$ cat src/rtl/div_seq_if.sv
// div_seq_if: request/result bundle for the sequential 32/16 divider.
// The requester (master) drives start and the operands; the divider (slave)
// returns busy/done status together with quotient, remainder and the
// divide-by-zero flag.
interface div_seq_if;
    logic        start;
    logic [31:0] P;
    logic [15:0] B;
    logic        busy;
    logic        done;
    logic [31:0] Q;
    logic [15:0] R;
    logic        dz;

    modport master (
        output start, P, B,
        input  busy, done, Q, R, dz
    );

    modport slave (
        input  start, P, B,
        output busy, done, Q, R, dz
    );
endinterface

$ cat src/rtl/div_seq.sv
// div_seq: unsigned 32-bit / 16-bit restoring divider, one quotient bit per
// clock, 32 steps per operation. Three-state control (IDLE, RUN, DONE).
// Optional build macro DIV_ZERO_DETECT_EN: a zero divisor skips RUN, reports
// dz=1 and returns Q=all-ones, R=P[15:0] one cycle after the start.
// Without the macro a zero divisor runs the normal 32 steps, which naturally
// produce the same Q/R, and dz stays 0.
module div_seq (
    input  logic     clk,
    input  logic     rst,
    div_seq_if.slave bus
);

    typedef enum logic [1:0] {
        S_IDLE = 2'd0,
        S_RUN  = 2'd1,
        S_DONE = 2'd2
    } state_t;

    state_t      r_state;
    state_t      w_state_nxt;
    logic        w_accept;
    logic        w_fast_dz;

    // Dividend bits shift out of the top while quotient bits shift in at the
    // bottom, so one register serves both roles during RUN.
    logic [31:0] r_dq;
    logic [15:0] r_div;
    logic [16:0] r_rem;
    logic [4:0]  r_cnt;

    logic [31:0] r_q;
    logic [15:0] r_r;
    logic        r_dz;

    logic [17:0] w_step;
    logic [16:0] w_rem_nxt;
    logic        w_qbit;
    logic        w_last;

    // One restoring step: shift the next dividend bit into the partial
    // remainder and subtract the divisor when it fits. Returns
    // {new remainder, quotient bit}.
    function automatic logic [17:0] restore_step(
        input logic [16:0] rem,
        input logic        din,
        input logic [15:0] dvs
    );
        logic [16:0] sh;
        sh = {rem[15:0], din};
        if (sh >= {1'b0, dvs})
            return {sh - {1'b0, dvs}, 1'b1};
        else
            return {sh, 1'b0};
    endfunction

    assign w_step    = restore_step(r_rem, r_dq[31], r_div);
    assign w_rem_nxt = w_step[17:1];
    assign w_qbit    = w_step[0];
    assign w_last    = (r_state == S_RUN) && (r_cnt == 5'd31);

    // Next-state logic; start is only looked at in IDLE.
    always_comb begin
        w_state_nxt = r_state;
        w_accept    = 1'b0;
        w_fast_dz   = 1'b0;
        case (r_state)
            S_IDLE: begin
                if (bus.start) begin
                    w_accept = 1'b1;
`ifdef DIV_ZERO_DETECT_EN
                    if (bus.B == 16'd0) begin
                        w_fast_dz   = 1'b1;
                        w_state_nxt = S_DONE;
                    end else begin
                        w_state_nxt = S_RUN;
                    end
`else
                    w_state_nxt = S_RUN;
`endif
                end
            end
            S_RUN: begin
                if (r_cnt == 5'd31)
                    w_state_nxt = S_DONE;
            end
            S_DONE: begin
                w_state_nxt = S_IDLE;
            end
            default: begin
                w_state_nxt = S_IDLE;
            end
        endcase
    end

    // State register.
    always_ff @(posedge clk) begin
        if (rst)
            r_state <= S_IDLE;
        else
            r_state <= w_state_nxt;
    end

    // Step counter: cleared on acceptance, advances once per RUN step.
    always_ff @(posedge clk) begin
        if (rst)
            r_cnt <= 5'd0;
        else if (w_accept)
            r_cnt <= 5'd0;
        else if (r_state == S_RUN)
            r_cnt <= r_cnt + 5'd1;
    end

    // Working datapath: operand capture and iterative shift/subtract.
    always_ff @(posedge clk) begin
        if (w_accept) begin
            r_dq  <= bus.P;
            r_div <= bus.B;
            r_rem <= 17'd0;
        end else if (r_state == S_RUN) begin
            r_dq  <= {r_dq[30:0], w_qbit};
            r_rem <= w_rem_nxt;
        end
    end

    // Visible results: written only when an operation completes, so they
    // hold steady through IDLE and the whole of the next RUN.
    always_ff @(posedge clk) begin
        if (rst) begin
            r_q  <= 32'd0;
            r_r  <= 16'd0;
            r_dz <= 1'b0;
        end else if (w_fast_dz) begin
            r_q  <= 32'hFFFF_FFFF;
            r_r  <= bus.P[15:0];
            r_dz <= 1'b1;
        end else if (w_last) begin
            r_q  <= {r_dq[30:0], w_qbit};
            r_r  <= w_rem_nxt[15:0];
            r_dz <= 1'b0;
        end
    end

    assign bus.busy = (r_state == S_RUN);
    assign bus.done = (r_state == S_DONE);
    assign bus.Q    = r_q;
    assign bus.R    = r_r;
    assign bus.dz   = r_dz;

endmodule
$ cat src/flat_wrapper.sv
// flat-port wrapper written by rule: the top's interface ports become plain ports
module div_seq_flat 
  (clk, rst, bus_start, bus_P, bus_B, bus_busy, bus_done, bus_Q, bus_R, bus_dz);
  div_seq_if bus_i ();
  input  logic clk;
  input  logic rst;
  input wire logic [$bits(bus_i.start)-1:0] bus_start;
  input wire logic [$bits(bus_i.P)-1:0] bus_P;
  input wire logic [$bits(bus_i.B)-1:0] bus_B;
  output wire logic [$bits(bus_i.busy)-1:0] bus_busy;
  output wire logic [$bits(bus_i.done)-1:0] bus_done;
  output wire logic [$bits(bus_i.Q)-1:0] bus_Q;
  output wire logic [$bits(bus_i.R)-1:0] bus_R;
  output wire logic [$bits(bus_i.dz)-1:0] bus_dz;
  assign bus_i.start = bus_start;
  assign bus_i.P = bus_P;
  assign bus_i.B = bus_B;
  assign bus_busy = bus_i.busy;
  assign bus_done = bus_i.done;
  assign bus_Q = bus_i.Q;
  assign bus_R = bus_i.R;
  assign bus_dz = bus_i.dz;
  div_seq u_core (.clk(clk), .rst(rst), .bus(bus_i));
endmodule
$ cat config.mk
export PLATFORM = sky130hd
export DESIGN_NAME = div_seq_flat
export DESIGN_NICKNAME = d
export VERILOG_FILES = /design/src/rtl/div_seq_if.sv /design/src/rtl/div_seq.sv /design/src/flat_wrapper.sv
export SDC_FILE = /design/constraint.sdc
export NUM_CORES = 1
export LEC_CHECK = 0
export CAP_MARGIN = 20
export CORE_ASPECT_RATIO = 0.7
export CORE_MARGIN = 5
export CORE_UTILIZATION = 52
export DETAILED_ROUTE_END_ITERATION = 10
export PLACE_DENSITY = 0.8
export SYNTH_ARGS = -nofsm -noshare
export SYNTH_HDL_FRONTEND = slang
export SYNTH_SLANG_ARGS = --single-unit
$ cat constraint.sdc
create_clock -name clk -period 2.6 [get_ports clk]
set_input_delay 0.26 -clock clk [delete_from_list [all_inputs] [get_ports clk]]
set_output_delay 0.26 -clock clk [all_outputs]
set_load 0.005 [all_outputs]
==> results.yml <==
finish:
  drive_gt1_share_pct: 15.75
  fill_cells: 711
  final_nets: 692
  n_antenna_cell: 0
  area_delta_synth_final_pct: 33.79
critical_path:
  critPathMaxFanout: 12
  cp_top_family: "compound AO/OA/AOI/OAI gates"
  crit_arrival_ns: 2.76
  cp_slowest_cell: "ha_2"
  startpoint_type: "flop"
  endpoint_kind: "flop"
  max_stage_delay_ns: 0.43
  required_ns: 2.88
  worstPathCellList: "inv_1, ha_2, o211ai_1, nor2_2, o21ai_2, o221ai_2, a21o_1, buf_4, mux2i_1, o22ai_1"
  setup.worst_path.class: "reg2reg"
  path_buf_inv: 2
timing:
  fin_skew_ns: 0.008208
  slew_violations: 0
  fin_tns_setup_ns: 0
  fin_crit_sh_pct: 95.41
  worst_slew_pin_slew_ns: 0.7674
  post-route-min-period_ns: 2.481
  relSlewSlack_pct: 48.84
  finalSetupViolCount: 0
  max_freq_mhz: 403.1
  hold_viol_final: 0
logic_synthesis:
  synth_compound_area_share_pct: 13.36
  yosysSeqAreaShare_pct: 52.78
  yosysUniqueCellTypes: 59
  ys.flop_type: "dfxtp_1"
  yosys.area.top_type: "edfxtp_1"
  synth_top_area_share_pct: 26.57
  syn-num-nets: 590
  syn_area_um2: 5424
  synthSimpleGateAreaFrac_pct: 12.87
  async_flop_share_pct: 0
  synthTopCellsByArea: "edfxtp_1 (27%), dfxtp_1 (26%), mux2_2 (6.9%), nand2_1 (6.2%), a21oi_1 (4.5%)"
  synthCells: 520
  synth-seq-cells: 119
  ys_top_cells_by_count: "nand2_1 (89), dfxtp_1 (71), a21oi_1 (49)"
  synth_warnings: 0
  syn_area_per_cell_um2: 10.43
  synth_xor_area_share_pct: 2.584
  synth_edf_count: 48
  synth_most_common_cell: "nand2_1"
  synth_top_family_by_area: "compound AO/OA/AOI/OAI gates"
  synth_adder_area_share_pct: 4.521
  yosys-mux-area-fraction_pct: 9.619
cts:
  clock_path_buffers: 2
  holdBufCountCts: 0
  cts_buffers: 17
  cts_tree: "yes"
  cts-root-buf: "clkbuf_16"
  htreeDepth: 4
  cts_resized: 0
  clk_pin_slew_ns: 0.06
  post_cts_buffers: 0
  numClockSinks: 119
  clkLatencyLatePin_ns: 0.41
route:
  wl_per_cell_um: 17.71
  wl_um: 13580
  num_vias: 4283
  drt-vias-per-instance: 5.584
  first_pass_iters: 5
  drc: 0
  ant_nets: 0
  drt-initial-drc-count: 362
floorplan:
  ios: 102
  dieWidth_um: 132.1
  die_h_um: 95.45
  rows: 31
  die_area_um2: 12610
  core_um2: 10280
  start_util_pct: 52.77
placement:
  dp_hpwl_um: 9059
  io_buffers: 100
  place_congestion: 0.9358
global_route:
  grt_start_max_net_pins: 39
  grt_pass1_wl_um: 21410
  grt_remaining_overflow: 0
  grt.total_usage_pct: 21.53
  grt_pass1_vias: 4322
  antenna_found_initial: 0
run:
  maxCapViolations: 0
pwr:
  ir_drop_mv: 0.6122
  power_uw: 7168
  leakage_uw: 0.002684
  power_density_nw_per_um2: 987.8
hold_path:
  hp-class: "in2reg"
run_status:
  status: "complete, no violations"
-- per-layer routing --
layer,global-route usage [%],part of all wire [%]
met1,27.22,45
met2,34.45,47
met3,5.749,5.9
met4,10.87,1.9
met5,0,0
-- cells by family (layout without fill, tap and decap cells) --
family / count (synthesis) / after routing
flops: 119 / 119
xor+xnor: 16 / 16
simple gates: 155 / 155
compound gates: 110 / 110
other cells: 1 / 1
mux: 48 / 48
fa+ha+maj: 19 / 19
buf+inv: 52 / 167
-- per-stage QoR --
stage          hold slack, ns  std cells  instance area (um2)  utilization (%)  setup WS [ns]
6_report               0.4038        767                 7257            70.60         0.1193
5_1_grt                0.3951        767                 7257            70.60       -0.02481
4_1_cts                0.3899        766                 7238            70.42        0.06265
3_5_place_dp           0.4481        734                 6553            63.75         0.1460
3_3_place_gp           0.4426        734                 6553            63.75         0.2633
2_1_floorplan          0.3439        520                 5424                -         0.3424
-- flip-flops by register name, summed over array words and instances, names as in the netlist --
| register | cells |
|---|---|
| u_core.bus.R | 16 |
| u_core.r_rem | 16 |
| u_core.bus.Q | 32 |
| u_core.r_cnt | 5 |
| u_core.r_div | 16 |
| u_core.r_dq | 32 |
| u_core.r_state | 2 |
-- layout by cell type (no fill, tap or decap), types with 12 or more instances in the layout --
cell type	instances
ha_1	16
edfxtp_1	48
buf_4	12
a211oi_1	13
a21oi_1	49
nand2_1	89
dfxtp_1	71
inv_1	21
mux2i_1	15
mux2_2	33
nor2_1	27
clkdlybuf4s50_1	99
clkbuf_16	17
-- power breakdown --
group          internal [uW]  total, uW  switching (uW)
registers               2190       2350             157
logic                    917       2120            1210
clock network           1830       2700             866
total                   4940       7170            2230
-- layout make-up --
| type | instances | area [um2] | area share, % |
|---|---|---|---|
| Inverter | 21 | 78.83 | 1.086 |
| Tap cell | 132 | 165.2 | 2.276 |
| Sequential cell | 119 | 2863 | 39.45 |
| Clock inverter | 14 | 246.5 | 3.397 |
| Clock buffer | 18 | 439.2 | 6.052 |
| Timing Repair Buffer | 114 | 1117 | 15.40 |
| Multi-Input combinational cell | 349 | 2347 | 32.34 |
-- path summary, 6_finish.rpt --
check	from	endpoint	slack [ns]	cells past startpoint
worst max-delay path	u_core.r_div[6]	u_core.r_rem[7]	0.12	10
worst min-delay path	bus_B[9]	u_core.r_div[9]	0.40	1
worst max register to register	u_core.r_div[6]	u_core.r_rem[7]	0.12	10
worst min register to register	u_core.bus.Q[11]	u_core.bus.Q[11]	0.46	2
-- worst register-to-register path, delay by kind of cell (launching register included) --
family | cells | cell delay [ns]
AO/OA/AOI/OAI | 5 | 0.78
AND/OR/NAND/NOR | 1 | 0.20
flip-flops | 1 | 0.32
buffers and inverters | 2 | 0.31
multiplexers | 1 | 0.31
adder cells (fa/ha/maj) | 1 | 0.43
(Power assumes the default switching activity.)
